==> config.mk <==
export PLATFORM = sky130hd
export DESIGN_NAME = pkt_buffer_writer
export DESIGN_NICKNAME = d
export VERILOG_FILES = /design/src/rtl/pkt_buffer_writer_pkg.sv /design/src/rtl/pkt_buffer_writer_stats_cnt.sv /design/src/rtl/pkt_buffer_writer.sv
export SDC_FILE = /design/constraint.sdc
export NUM_CORES = 1
export LEC_CHECK = 0
export ABC_AREA = 1
export CORE_AREA = 2 2 474 476
export DETAILED_ROUTE_END_ITERATION = 16
export DIE_AREA = 0 0 476 478
export HOLD_SLACK_MARGIN = 0.1
export PLACE_DENSITY = 0.36
export RECOVER_POWER = 50
export SLEW_MARGIN = 10
export SYNTH_ARGS = -nofsm -noshare
export SYNTH_HDL_FRONTEND = slang
export SYNTH_SLANG_ARGS = --single-unit
==> constraint.sdc <==
create_clock -name Clk -period 3.4 [get_ports Clk]
set_clock_uncertainty 0.2 [all_clocks]
set_input_delay 1.02 -clock Clk [delete_from_list [all_inputs] [get_ports Clk]]
set_output_delay 1.02 -clock Clk [all_outputs]
set_load 0.02 [all_outputs]
==> src/rtl/pkt_buffer_writer_pkg.sv <==
// Shared types for the packet buffer writer: flit and metadata bundles,
// FSM state encoding and the per-slot flit limit.
package pkt_buffer_writer_pkg;

   localparam int MAX_FLITS = 32;
   localparam int PKT_ID_W  = 10;

   typedef enum logic [1:0] {
      IDLE,
      WRITE,
      META
   } state_e;

   typedef struct packed {
      logic         sop;
      logic         eop;
      logic [5:0]   empty;
      logic [511:0] data;
   } flit_t;

   typedef struct packed {
      logic [PKT_ID_W-1:0] pkt_id;
      logic [5:0]          flits;
      logic [15:0]         len;
      logic                trunc;
   } wr_meta_t;

endpackage

==> src/rtl/pkt_buffer_writer_stats_cnt.sv <==
// Free-running 32-bit event counter, wraps modulo 2^32.
module stats_cnt (
   input  logic        Clk,
   input  logic        Rst_n,
   input  logic        inc,
   output logic [31:0] cnt
);

   always_ff @(posedge Clk or negedge Rst_n) begin
      if (!Rst_n) cnt <= '0;
      else if (inc) cnt <= cnt + 32'd1;
   end

endmodule

==> src/rtl/pkt_buffer_writer.sv <==
// Writes ingress flits into a slot-addressed packet buffer and emits metadata.
// Optional statistics counters: define PKT_WRITER_STATS_EN.
module pkt_buffer_writer
   import pkt_buffer_writer_pkg::*;
#(
   parameter int PKTBUF_AWIDTH = 15,
   parameter int PKT_AWIDTH    = 10
) (
   input  logic                     Clk,
   input  logic                     Rst_n,
   input  logic                     in_pkt_sop,
   input  logic                     in_pkt_eop,
   input  logic                     in_pkt_valid,
   input  logic [511:0]             in_pkt_data,
   input  logic [5:0]               in_pkt_empty,
   output logic                     in_pkt_ready,
   input  logic [PKT_AWIDTH-1:0]    emptylist_out_data,
   input  logic                     emptylist_out_valid,
   output logic                     emptylist_out_ready,
   output logic [PKTBUF_AWIDTH-1:0] pkt_buffer_address,
   output logic                     pkt_buffer_write,
   output flit_t                    pkt_buffer_writedata,
   output logic                     meta_valid,
   output wr_meta_t                 meta_data,
   input  logic                     meta_ready,
   output logic [31:0]              stats_in_pkt,
   output logic [31:0]              stats_out_meta,
   output logic [31:0]              stats_trunc_pkt,
   output logic [31:0]              stats_orphan_flit
);

   localparam int          IDXW    = PKTBUF_AWIDTH - PKT_AWIDTH;
   localparam logic [15:0] MAX_CNT = 16'(1 << IDXW);
   localparam logic [5:0]  MAX_F6  = 6'(1 << IDXW);

   state_e                state, state_n;
   logic [PKT_AWIDTH-1:0] pkt_id;
   logic [15:0]           cnt, cnt_p1;
   logic                  trunc, ovf;
   wr_meta_t              meta_q;
   logic                  acc_sop, acc_cont;
   flit_t                 flit;

   assign flit      = '{sop: in_pkt_sop, eop: in_pkt_eop,
                        empty: in_pkt_empty, data: in_pkt_data};
   assign cnt_p1    = cnt + 16'd1;
   assign ovf       = trunc | (cnt >= MAX_CNT);
   assign meta_data = meta_q;

   always_ff @(posedge Clk or negedge Rst_n) begin
      if (!Rst_n) begin
         state  <= IDLE;
         pkt_id <= '0;
         cnt    <= '0;
         trunc  <= 1'b0;
         meta_q <= '0;
      end else begin
         state <= state_n;
         if (acc_sop) begin
            pkt_id <= emptylist_out_data;
            cnt    <= 16'd1;
            trunc  <= 1'b0;
            if (in_pkt_eop)
               meta_q <= '{pkt_id: PKT_ID_W'(emptylist_out_data),
                           flits: 6'd1,
                           len: 16'd64 - 16'(in_pkt_empty),
                           trunc: 1'b0};
         end
         if (acc_cont) begin
            cnt   <= cnt_p1;
            trunc <= ovf;
            if (in_pkt_eop)
               meta_q <= '{pkt_id: PKT_ID_W'(pkt_id),
                           flits: ovf ? MAX_F6 : cnt_p1[5:0],
                           len: (cnt_p1 << 6) - 16'(in_pkt_empty),
                           trunc: ovf};
         end
      end
   end

   always_comb begin
      state_n              = state;
      in_pkt_ready         = 1'b0;
      emptylist_out_ready  = 1'b0;
      pkt_buffer_write     = 1'b0;
      pkt_buffer_address   = '0;
      pkt_buffer_writedata = '0;
      meta_valid           = 1'b0;
      acc_sop              = 1'b0;
      acc_cont             = 1'b0;
      unique case (state)
         IDLE: begin
            // orphans are always drained, even with no free slot
            in_pkt_ready = emptylist_out_valid
                         | (in_pkt_valid & ~in_pkt_sop);
            if (in_pkt_valid && in_pkt_sop && emptylist_out_valid) begin
               acc_sop             = 1'b1;
               emptylist_out_ready = 1'b1;
               pkt_buffer_write    = 1'b1;
               pkt_buffer_address  = {emptylist_out_data, IDXW'(0)};
               state_n             = in_pkt_eop ? META : WRITE;
            end
         end
         WRITE: begin
            in_pkt_ready = 1'b1;
            if (in_pkt_valid) begin
               acc_cont           = 1'b1;
               pkt_buffer_write   = ~ovf;
               pkt_buffer_address = {pkt_id, cnt[IDXW-1:0]};
               if (in_pkt_eop) state_n = META;
            end
         end
         META: begin
            meta_valid = 1'b1;
            if (meta_ready) state_n = IDLE;
         end
         default: state_n = IDLE;
      endcase
      if (pkt_buffer_write) pkt_buffer_writedata = flit;
      if (!Rst_n) begin
         in_pkt_ready        = 1'b0;
         emptylist_out_ready = 1'b0;
         pkt_buffer_write    = 1'b0;
         pkt_buffer_address  = '0;
         pkt_buffer_writedata = '0;
         meta_valid          = 1'b0;
         acc_sop             = 1'b0;
         acc_cont            = 1'b0;
      end
   end

`ifdef PKT_WRITER_STATS_EN
   logic acc_orph, meta_hs;

   assign acc_orph = in_pkt_valid & in_pkt_ready & ~in_pkt_sop
                   & (state == IDLE);
   assign meta_hs  = meta_valid & meta_ready;

   stats_cnt u_in_pkt (.Clk(Clk), .Rst_n(Rst_n), .inc(acc_sop),
                       .cnt(stats_in_pkt));
   stats_cnt u_out_meta (.Clk(Clk), .Rst_n(Rst_n), .inc(meta_hs),
                         .cnt(stats_out_meta));
   stats_cnt u_trunc (.Clk(Clk), .Rst_n(Rst_n),
                      .inc(meta_hs & meta_q.trunc),
                      .cnt(stats_trunc_pkt));
   stats_cnt u_orphan (.Clk(Clk), .Rst_n(Rst_n), .inc(acc_orph),
                       .cnt(stats_orphan_flit));
`else
   assign stats_in_pkt      = '0;
   assign stats_out_meta    = '0;
   assign stats_trunc_pkt   = '0;
   assign stats_orphan_flit = '0;
`endif

endmodule

Yosys cells after proc, flatten, opt, wreduce, memory -nomap -nowiden
Index checks and enable logic that the tools add are counted.
{"block": "word_totals", "regBits": 62, "in_bits": 535, "output_inout_bits": 700}
{"block": "classes", "add_sub_neg": 3, "n_lt_le_gt_ge": 1, "eq_ne": 6, "n_mux": 34, "n_bitwise": 5, "n_reduce_logical": 5}
{"cell": "two-way mux 520 bit", "n": 2}
{"cell": "two-way mux 33 bit", "n": 4}
{"cell": "two-way mux 15 bit", "n": 3}
{"cell": "two-way mux 16 bit", "n": 2}
{"cell": "one-hot mux 15 bit (2 select lines)", "n": 1}
{"cell": "adder 16 x 1 -> 16 bit, second input constant", "n": 1}
{"cell": ">= comparator 16 x 6 -> 1 bit, second input constant", "n": 1}
{"cell": "subtractor 16 x 6 -> 16 bit", "n": 1}
{"cell": "two-way mux 1 bit", "n": 13}
{"cell": "two-way mux 2 bit", "n": 5}
{"cell": "inequality test 2 bit, second input constant", "n": 4}
{"cell": "subtractor 7 x 6 -> 8 bit, first input constant", "n": 1}
{"cell": "two-way mux 6 bit", "n": 1}
{"cell": "one-hot mux 2 bit (3 select lines)", "n": 1}
{"cell": "one-hot mux 1 bit (2 select lines)", "n": 2}
{"cell": "AND reduction 4 bit", "n": 1}
{"cell": "== test 2 x 1 -> 1 bit, second input constant", "n": 1}
{"cell": "== test 2 bit, second input constant", "n": 1}
{"cell": "logical AND 1 bit", "n": 2}
{"cell": "logical NOT 2 bit", "n": 1}
{"cell": "inverter 1 bit", "n": 2}
{"cell": "OR 1 bit", "n": 2}
{"cell": "nonzero test 2 bit", "n": 1}
{"cell": "bitwise AND 1 bit", "n": 1}

Depth between registers and ports, before layout
Gate-level depths: netlist (run 1).
{"block": "depth", "depth_word": 8, "depth_mapped": 12}

Worst setup path before layout (run 1)
OpenSTA, ideal clock, no wires.
{"block": "synth_timing", "kind": "input to output", "from": "input port in_pkt_sop", "to": "output port pkt_buffer_writedata[510] (netlist bit)", "t_arrival_ps": 2065, "t_required_ps": 2180, "slack_ps": 115, "stages": 8, "n_path_buf": 2, "cell_sequence": "nand3_1 > nor2_2 > inv_1 > nand2_4 > nand2_8 > buf_6 > buf_6 > nor2_1"}
{"element": "from (decl)", "line": "pkt_buffer_writer.sv:11", "source": "input logic in_pkt_sop,"}
{"element": "to (decl)", "line": "pkt_buffer_writer.sv:22", "source": "output flit_t pkt_buffer_writedata,"}

==> impl_metrics.json, run 1 <==
{
  "setup_tns_ps": -199540,
  "syn_area_per_cell_um2": 7.36,
  "ys_ff_latch": 62,
  "finalNetCount": 3488,
  "cts.sinks": 62,
  "hold_class": "register to register",
  "finalSetupViolCount": 538,
  "pwr-share-comb": 0.774,
  "ys.flop_type": "dfrtp_1",
  "start_util": 0.0555,
  "area_growth_pct": 173,
  "gr-total-overflow": 0,
  "crit_path_top_delay_cell": "buf_6",
  "worst_pin_slew_ps": 1360,
  "pwr-share-seq": 0.125,
  "nFillCells": 25106,
  "startpoint_type": "input port",
  "netlist_top_cells_area": "nor2_4 37%, inv_1 17%, dfrtp_1 13%",
  "cts_buffers": 9,
  "cts-root-buf": "clkbuf_16",
  "crit_top_cell": "buf_12",
  "timing_worst_setup_path_type": "input port to output port",
  "p_clk_frac": 0.101,
  "io_buffers": 1106,
  "yosysMostFrequentCell": "inv_1",
  "reg2reg_slack_ps": 500,
  "grt_pass1_vias": 15564,
  "netlist_area_mm2": 0.0124,
  "hold_viol_final": 0,
  "synth_commonest_cells": "567 x inv_1, 410 x nor2_4, 148 x nor2_1",
  "cap_violations": 0,
  "drive_gt1_frac": 0.439,
  "die-area_mm2": 0.228,
  "grt_first_pass_wirelength_um": 219000,
  "power.leakage_nw": 14.2,
  "via_per_inst": 2.66,
  "fin_ws_ps": -516,
  "synth_top_area_frac": 0.373,
  "min_path_cells": 2,
  "clk_path_buf_depth": 2,
  "post-place-ws_ps": -1110,
  "cp_num_cells": 12,
  "drt_iter0_drc": 593,
  "synth_top_area_cell": "nor2_4",
  "critical-path-top-delay-family": "buffers and inverters",
  "gp_congestion": 0.837,
  "synth_edf_count": 0,
  "fin_crit_ps": 3920,
  "ant_nets": 0,
  "grt_use_total": 0.158,
  "path_max_fanout": 27,
  "antenna_found_initial": 210,
  "rows": 174,
  "wirelength_um": 190000,
  "ys_warn_count": 0,
  "slew_headroom": 0.0961,
  "worst_skew_pair.late_latency_ps": 370,
  "htree_levels": 3,
  "synth_cells": 1683,
  "fin_hold_ws_ps": 284,
  "cp_data_arrival_time_ps": 2700,
  "rsz0062_at_grt": "true",
  "synth_cell_type_count": 37,
  "cts_tree": "done",
  "p_switching_mw": 5.06,
  "critPathRequiredTime_ps": 2180,
  "grt_max_degree": 49,
  "vdd_drop_max_uv": 226,
  "p_per_area_mw_per_mm2": 305,
  "outcome": "finished, violations left",
  "fp.coreArea_mm2": 0.223,
  "io_pins": 1235,
  "period_share": 1.15,
  "dp_hpwl_um": 176000,
  "dp_cells": 5837,
  "crit_chain": "dlygate4sd2_1 -> nand3_2 -> nor2_4 -> inv_2 -> nand2_4 -> nand2_8 -> buf_12 -> buf_12 -> buf_6 -> nor2_2 -> buf_4 -> buf_12",
  "max_freq_ghz": 0.255,
  "slew_viol_final": 0,
  "routedWlPerCell_um": 31.8,
  "remaining_drc_errors": 0,
  "die_w_um": 476,
  "cp.buffers_inverters": 7,
  "p_int_mw": 5.23,
  "max_stage_delay_ps": 340,
  "clk_pin_slew_ps": 80,
  "yosysSeqAreaShare": 0.125,
  "layoutNonFillerInstCount": 5964,
  "dr.pass1.iters": 5,
  "p_total_mw": 10.3,
  "fp.dieH_um": 478,
  "netSwitchingFraction": 0.492,
  "via_count": 15845,
  "violations": "setup timing",
  "reg2reg_depth": 11,
  "ys_async_sr_fraction": 1.00,
  "endpoint_kind": "output port"
}
[routing by layer]
metal,wire [um],track usage,up-vias
li1,-,-,6907
met1,63100,0.151,7356
met2,94800,0.289,1144
met3,27700,0.101,404
met4,3890,0.0199,34
met5,264,0,-
[metrics by stage]
stage | utilization | cell area (um2)
2_1_floorplan | - | 12900
3_3_place_gp | 0.138 | 30900
3_5_place_dp | 0.138 | 30900
4_1_cts | 0.145 | 32300
5_1_grt | 0.151 | 33700
6_report | 0.151 | 33800
[registers in the layout, summed over array words and instances (netlist names), named ones only]
signal     cells
cnt           16
meta_data     32
pkt_id        10
state          2
trunc          1
[repair_timing]
item,CTS,global route
endpoints found under the setup margin,538,538
setup buffers,44,33
gates cloned,6,24
pin swaps,8,31
gates resized for setup,706,209
hold buffers,0,0
[cell usage in the layout, fill, tap and decap left out, types with 3 or more instances in the layout]
master,Yosys,layout
buf_16,0,16
clkbuf_16,0,27
o22ai_1,10,10
a22oi_1,10,10
diode_2,0,18
clkdlybuf4s15_2,0,3
buf_12,44,450
inv_2,6,8
nand4_1,5,5
conb_1,1,128
buf_8,1,19
buf_6,9,130
clkdlybuf4s50_1,0,558
inv_1,567,565
nand2_4,2,3
a21oi_1,9,9
clkbuf_1,10,7
nand3_1,26,25
buf_2,5,3
nor2_4,410,486
ha_1,4,4
nor3_1,6,6
inv_6,0,4
nor2_2,23,20
buf_4,129,114
nor2_1,148,75
o21ai_1,6,6
o21ai_0,38,38
nand2_1,134,134
dfrtp_1,62,62
[worst paths after layout]
kind                                     from                   endpoint
worst max register to register       state[0]                    cnt[10]
worst max-delay path               in_pkt_sop  pkt_buffer_writedata[505]
worst min-delay path            meta_data[16]              meta_data[16]
worst min register to register  meta_data[16]              meta_data[16]
min in group asynchronous               Rst_n               meta_data[0]
max in group asynchronous               Rst_n               meta_data[4]
[worst min-delay path, delay by kind of cell, from the launching register on]
kind,cells,cell delay (ps)
flip-flops,1,350
AND/OR/NAND/NOR,2,110
[cells by family after synthesis]
group | Yosys count | share of synthesized area
other cells | 1 | 0.000303
xor+xnor | 2 | 0.00141
flops | 62 | 0.125
fa+ha+maj | 4 | 0.00404
mux | 1 | 0.000808
simple gates | 761 | 0.493
buf+inv | 771 | 0.338
compound gates | 81 | 0.0372
[final cells by class]
type | instances | area [um2] | share of cell area
Timing Repair Buffer | 1326 | 18300 | 0.541
Multi-Input combinational cell | 977 | 7700 | 0.228
Tap cell | 2992 | 3740 | 0.111
Inverter | 573 | 2150 | 0.0637
Sequential cell | 62 | 1550 | 0.0459
Clock buffer | 9 | 225 | 0.00667
Clock inverter | 7 | 77.6 | 0.00230
Antenna cell | 18 | 45.0 | 0.00133
[power by group through the flow]
stage	Clock, mW	Sequential [mW]	Combinational [mW]
finish	1.04	1.29	7.96
global route	1.09	1.33	8.48
CTS	1.08	1.28	7.71
detailed placement	0	1.29	7.30
global placement	0	1.29	7.29
floorplan	0	1.45	2.85
Note: power is estimated with default switching activity, not from simulation.
==> run 2: changes to the inputs <==
--- a/config.mk
+++ b/config.mk
@@ -7,6 +7,7 @@
 export LEC_CHECK = 0
 export ABC_AREA = 1
 export CORE_AREA = 2 2 474 476
+export CTS_CLUSTER_SIZE = 20
 export DETAILED_ROUTE_END_ITERATION = 16
 export DIE_AREA = 0 0 476 478
 export HOLD_SLACK_MARGIN = 0.1
==> constraint.sdc (replaced) <==
create_clock -name Clk -period 3.4 [get_ports Clk]
set_clock_uncertainty 0.2 [all_clocks]
set_input_delay 0.51 -clock Clk [delete_from_list [all_inputs] [get_ports Clk]]
set_output_delay 0.51 -clock Clk [all_outputs]
set_load 0.02 [all_outputs]
==> run 2 against run 1 <==
The run now ends clean. Clock power shrank 5%. Setup slack gained 570 ps. Largest power group unchanged. Fmax grew 17%. Core utilization shrank 0.50 points. Combinational power shrank 5.5%. Register-to-register slack gained 210 ps. Global-route usage grew 0.16 points. Sequential cell count is the same. Design area shrank 3.3%.
==> impl_metrics.json, run 2 (synthesized netlist as in run 1, its figures left out) <==
{
  "io_pins": 1235,
  "cap_violations": 0,
  "worst_pin_slew_ps": 628,
  "io_buffers": 1106,
  "grt_util_met3": 0.0892,
  "htree_levels": 3,
  "remaining_drc_errors": 0,
  "global_route.usage.met1": 0.162,
  "layout_common_cells": "563 x inv_1, 563 x clkdlybuf4s50_1, 462 x nor2_4",
  "drive_gt1_frac": 0.401,
  "rows": 174,
  "routedWlPerCell_um": 32.0,
  "cts_tree": "done",
  "setup_tns_ps": 0,
  "power.leakage_nw": 13.9,
  "crit_top_cell": "buf_16",
  "worst_skew_pair.late_latency_ps": 390,
  "finalNetCount": 3419,
  "rsz0062_at_grt": "true",
  "cts_buffers": 9,
  "cts.sinks": 62,
  "finalSetupViolCount": 0,
  "cp_data_arrival_time_ps": 2640,
  "slew_headroom": 0.581,
  "post-place-ws_ps": -134,
  "largest_reg_flops": 32,
  "endpoint_kind": "output port",
  "via_per_inst": 2.64,
  "grt_pass1_vias": 15370,
  "pwr-share-comb": 0.767,
  "slew_viol_final": 0,
  "max_freq_ghz": 0.299,
  "dp_hpwl_um": 176000,
  "clk_path_buf_depth": 2,
  "p_per_area_mw_per_mm2": 300,
  "p_switching_mw": 4.95,
  "cts-root-buf": "clkbuf_16",
  "p_clk_frac": 0.101,
  "place_area_mm2": 0.0307,
  "critPathRequiredTime_ps": 2690,
  "fp.dieH_um": 478,
  "dr.pass1.iters": 6,
  "grt_use_total": 0.160,
  "grt_first_pass_wirelength_um": 220000,
  "fin_crit_ps": 3350,
  "period_share": 0.984,
  "hold_viol_final": 0,
  "netSwitchingFraction": 0.505,
  "crit_path_top_delay_cell": "clkdlybuf4s50_1",
  "post-route-util": 0.146,
  "gr-total-overflow": 0,
  "drt_iter0_drc": 647,
  "die_w_um": 476,
  "max_stage_delay_ps": 540,
  "ant_nets": 0,
  "clk_pin_slew_ps": 70,
  "area_growth_pct": 164,
  "start_util": 0.0555,
  "vdd_drop_max_uv": 291,
  "p_int_mw": 4.86,
  "antenna_found_initial": 211,
  "hold_class": "input port to async pin",
  "outcome": "complete, no violations",
  "grtUsageMet2": 0.293,
  "die-area_mm2": 0.228,
  "path_max_fanout": 6,
  "timing_worst_setup_path_type": "input port to output port",
  "via_count": 15515,
  "design_area_mm2": 0.0327,
  "startpoint_type": "input port",
  "crit_chain": "clkdlybuf4s50_1 -> inv_1 -> nor2_1 -> nand2_4 -> nand2_4 -> nand2_8 -> buf_16 -> buf_6 -> buf_16 -> buf_16 -> nor2_4 -> buf_12",
  "top_usage_layer": "met2",
  "gp_congestion": 0.833,
  "grt_max_degree": 38,
  "fin_ws_ps": 53.6,
  "fp.coreArea_mm2": 0.223,
  "wirelength_um": 188000,
  "pwr-share-seq": 0.133
}
[run 2: cell types whose count changed in the layout (fill, tap and decap cells not counted), moves of 7 or more]
| cell | delta |
|---|---|
| clkbuf_1 | -7 |
| nor2_2 | +21 |
| buf_8 | -12 |
| buf_6 | -112 |
| buf_2 | +10 |
| clkbuf_16 | -15 |
| nor2_4 | -24 |
| buf_16 | +16 |
| buf_4 | -13 |
| dlygate4sd2_1 | +44 |
| buf_12 | -18 |
| diode_2 | -9 |
| clkdlybuf4s15_1 | +29 |
[run 2: timing repair]
item,CTS,global route
setup endpoints to repair,371,409
pin swaps,20,1
hold buffers,0,0
setup buffers,21,3
resized for setup,376,61
cloned,25,3
[run 2: cell type report]
cell class	instances	area, um2
inverter	573	2160
timing repair buffer	1257	17300
multi-input combinational	977	7580
tap	2992	3740
clock buffer	9	225
clock inverter	7	62.6
antenna	9	22.5
fill	25207	190000
sequential	62	1550
[run 2: worst paths after layout]
kind	start	endpoint	slack, ps	depth (start not counted)
max	in_pkt_valid	pkt_buffer_writedata[182]	50	12
min	Rst_n	meta_data[2]	200	2
max reg2reg	state[0]	cnt[15]	710	10
min reg2reg	meta_data[18]	meta_data[18]	290	2
max in group asynchronous	Rst_n	meta_data[26]	1940	3
min in group Clk	meta_data[18]	meta_data[18]	290	2
[run 2: metrics by stage]
| stage | hold slack, ps | cells | power, mW |
|---|---|---|---|
| after global placement | 269 | 5814 | 8.48 |
| after floorplan | 14.4 | 1810 | 4.29 |
| after global routing | 267 | 5881 | 10.4 |
| final | 196 | 5886 | 9.80 |
| after detailed placement | 265 | 5814 | 8.48 |
| after CTS | 261 | 5874 | 10.1 |
[run 2: power by group through the flow]
stage / registers (mW) / clock network [mW] / logic [mW]
after global placement: 1.30 / 0 / 7.18
after CTS: 1.30 / 1.04 / 7.74
after global routing: 1.34 / 1.05 / 8.04
after detailed placement: 1.30 / 0 / 7.17
after floorplan: 1.45 / 0 / 2.85
final: 1.30 / 0.986 / 7.52
[run 2: worst max-delay path, delay by kind of cell]
family / cells / cell delay [ps]
buffers and inverters: 7 / 1380
AND/OR/NAND/NOR: 5 / 710
[run 2: layer usage]
layer  part of all wire  up-vias
met4              0.016       28
met5             0.0011        -
met3               0.14      398
met2               0.50     1208
li1                   -     6759
met1               0.34     7122
==> run 3: changes to the inputs <==
--- a/config.mk
+++ b/config.mk
@@ -6,10 +6,10 @@
 export NUM_CORES = 1
 export LEC_CHECK = 0
 export ABC_AREA = 1
-export CORE_AREA = 2 2 474 476
+export CORE_AREA = 3 3 475 477
 export CTS_CLUSTER_SIZE = 20
 export DETAILED_ROUTE_END_ITERATION = 16
-export DIE_AREA = 0 0 476 478
+export DIE_AREA = 0 0 478 480
 export HOLD_SLACK_MARGIN = 0.1
 export PLACE_DENSITY = 0.36
 export RECOVER_POWER = 50
==> run 3 against run 2 <==
Largest cell class unchanged. Die area increased by 0.84%. Hold slack gained 90 ps. Setup slack worse by 170 ps. Sequential power barely moved. Critical path type unchanged. The run now ends with capacitance limit, slew limit, setup timing left.
==> impl_metrics.json, run 3 (synthesized netlist as in run 1, its figures left out) <==
{
  "rsz0062_at_grt": "true",
  "violations": "capacitance limit, slew limit, setup timing",
  "grt_use_total": 0.159,
  "reg2reg_depth": 9,
  "fin_crit_ps": 3520,
  "post-place-ws_ps": -278,
  "dp_cells": 5804,
  "vdd_drop_max_uv": 210,
  "finalNetCount": 3423,
  "outcome": "finished, violations left",
  "dp_hpwl_um": 177000,
  "hold_class": "register to register",
  "gp_congestion": 0.884,
  "layout_commonest_cell": "inv_1",
  "largest_reg_flops": 32,
  "r2r-start": "state[0]",
  "drive_gt1_frac": 0.417,
  "via_count": 15585,
  "fp.coreArea_mm2": 0.222,
  "via_per_inst": 2.65,
  "grt_max_degree": 38,
  "drt_iter0_drc": 631,
  "area_growth_pct": 162,
  "cp-endpoint": "pkt_buffer_writedata[79]",
  "antenna_found_initial": 192,
  "ant_nets": 0,
  "remaining_drc_errors": 0,
  "die_w_um": 478,
  "grt_pass1_vias": 15956,
  "timing_worst_setup_path_type": "input port to output port",
  "cap_violations": 1,
  "gr-total-overflow": 0,
  "clk_path_buf_depth": 2,
  "startpoint_type": "input port",
  "postCtsHoldBufs": 0,
  "period_share": 1.03,
  "routedWlPerCell_um": 32.2,
  "place_area_mm2": 0.0306,
  "power.leakage_nw": 13.7,
  "rows": 173,
  "layoutNonFillerInstCount": 5874,
  "cts_buffers": 9,
  "cts.sinks": 62,
  "cts-root-buf": "clkbuf_16",
  "setup_tns_ps": -5330,
  "worst_pin_slew_ps": 1820,
  "die-area_mm2": 0.229,
  "io_buffers": 1106,
  "slew_headroom": -0.214,
  "max_freq_ghz": 0.284,
  "reg2reg_slack_ps": 510,
  "fin_hold_ws_ps": 287,
  "rr_endpoint": "meta_data[26]",
  "wirelength_um": 189000,
  "path_max_fanout": 9,
  "slew_viol_final": 29,
  "fp.dieH_um": 480,
  "post-route-util": 0.146,
  "critPathRequiredTime_ps": 2690,
  "p_per_area_mw_per_mm2": 302,
  "hold_viol_final": 0,
  "p_total_mw": 9.82,
  "endpoint_kind": "output port",
  "crit_start": "emptylist_out_valid",
  "htree_levels": 3,
  "finalSetupViolCount": 137,
  "start_util": 0.0558,
  "io_pins": 1235,
  "layout_common_cells": "567 x inv_1, 546 x clkdlybuf4s50_1, 489 x nor2_4",
  "dr.pass1.iters": 5,
  "design_area_mm2": 0.0325,
  "cts_tree": "done",
  "worst_skew_pair.late_latency_ps": 370,
  "clk_pin_slew_ps": 70,
  "grt_first_pass_wirelength_um": 225000,
  "fin_ws_ps": -117,
  "cp_data_arrival_time_ps": 2810
}
## run 3: final cells by class
cell class              count  area [um2]
diodes                     10        25.0
clock inverters             7        96.3
well taps                2975        3720
flip-flops and latches     62        1550
repair buffers           1261       17000
fillers                 25101      189000
clock buffers               9         225
inverters                 573        2150
multi-input cells         977        7740
## run 3: power breakdown
part           internal, mW  switching (mW)  leakage, nW  total, mW
Combinational          3.19            4.21         12.8       7.40
Clock                 0.645           0.461        0.148       1.11
Sequential             1.05           0.270        0.795       1.32
## run 3: worst min path at each step
stage | from | to | cells past startpoint
after global placement | meta_data[15] | meta_data[15] | 2
final | meta_data[15] | meta_data[15] | 2
after CTS | meta_data[15] | meta_data[15] | 2
after detailed placement | meta_data[15] | meta_data[15] | 2
after global routing | cnt[14] | cnt[14] | 1
after floorplan | Rst_n | async pin | 0
## run 3: critical path, cell delays in order
cell,delay [ps]
dlygate4sd3_1,670
nand3_1,160
nor2_2,150
inv_1,100
nand2_4,100
nand2_8,120
buf_16,210
buf_16,190
buf_12,160
buf_16,150
nor2_4,110
buf_12,130
## run 3: metal layers
metal,vias to the layer above,global-route usage,share of wire
li1,6766,-,-
met2,1106,0.273,0.48
met5,-,0,0.0014
met4,42,0.0151,0.017
met1,7301,0.175,0.37
met3,370,0.0891,0.13
## run 3: what timing repair did
action | 4_1_cts | 5_1_grt
endpoints found under the setup margin | 465 | 470
setup buffers | 19 | 14
pin swaps | 16 | 21
gates resized for setup | 353 | 156
cloned | 10 | 6
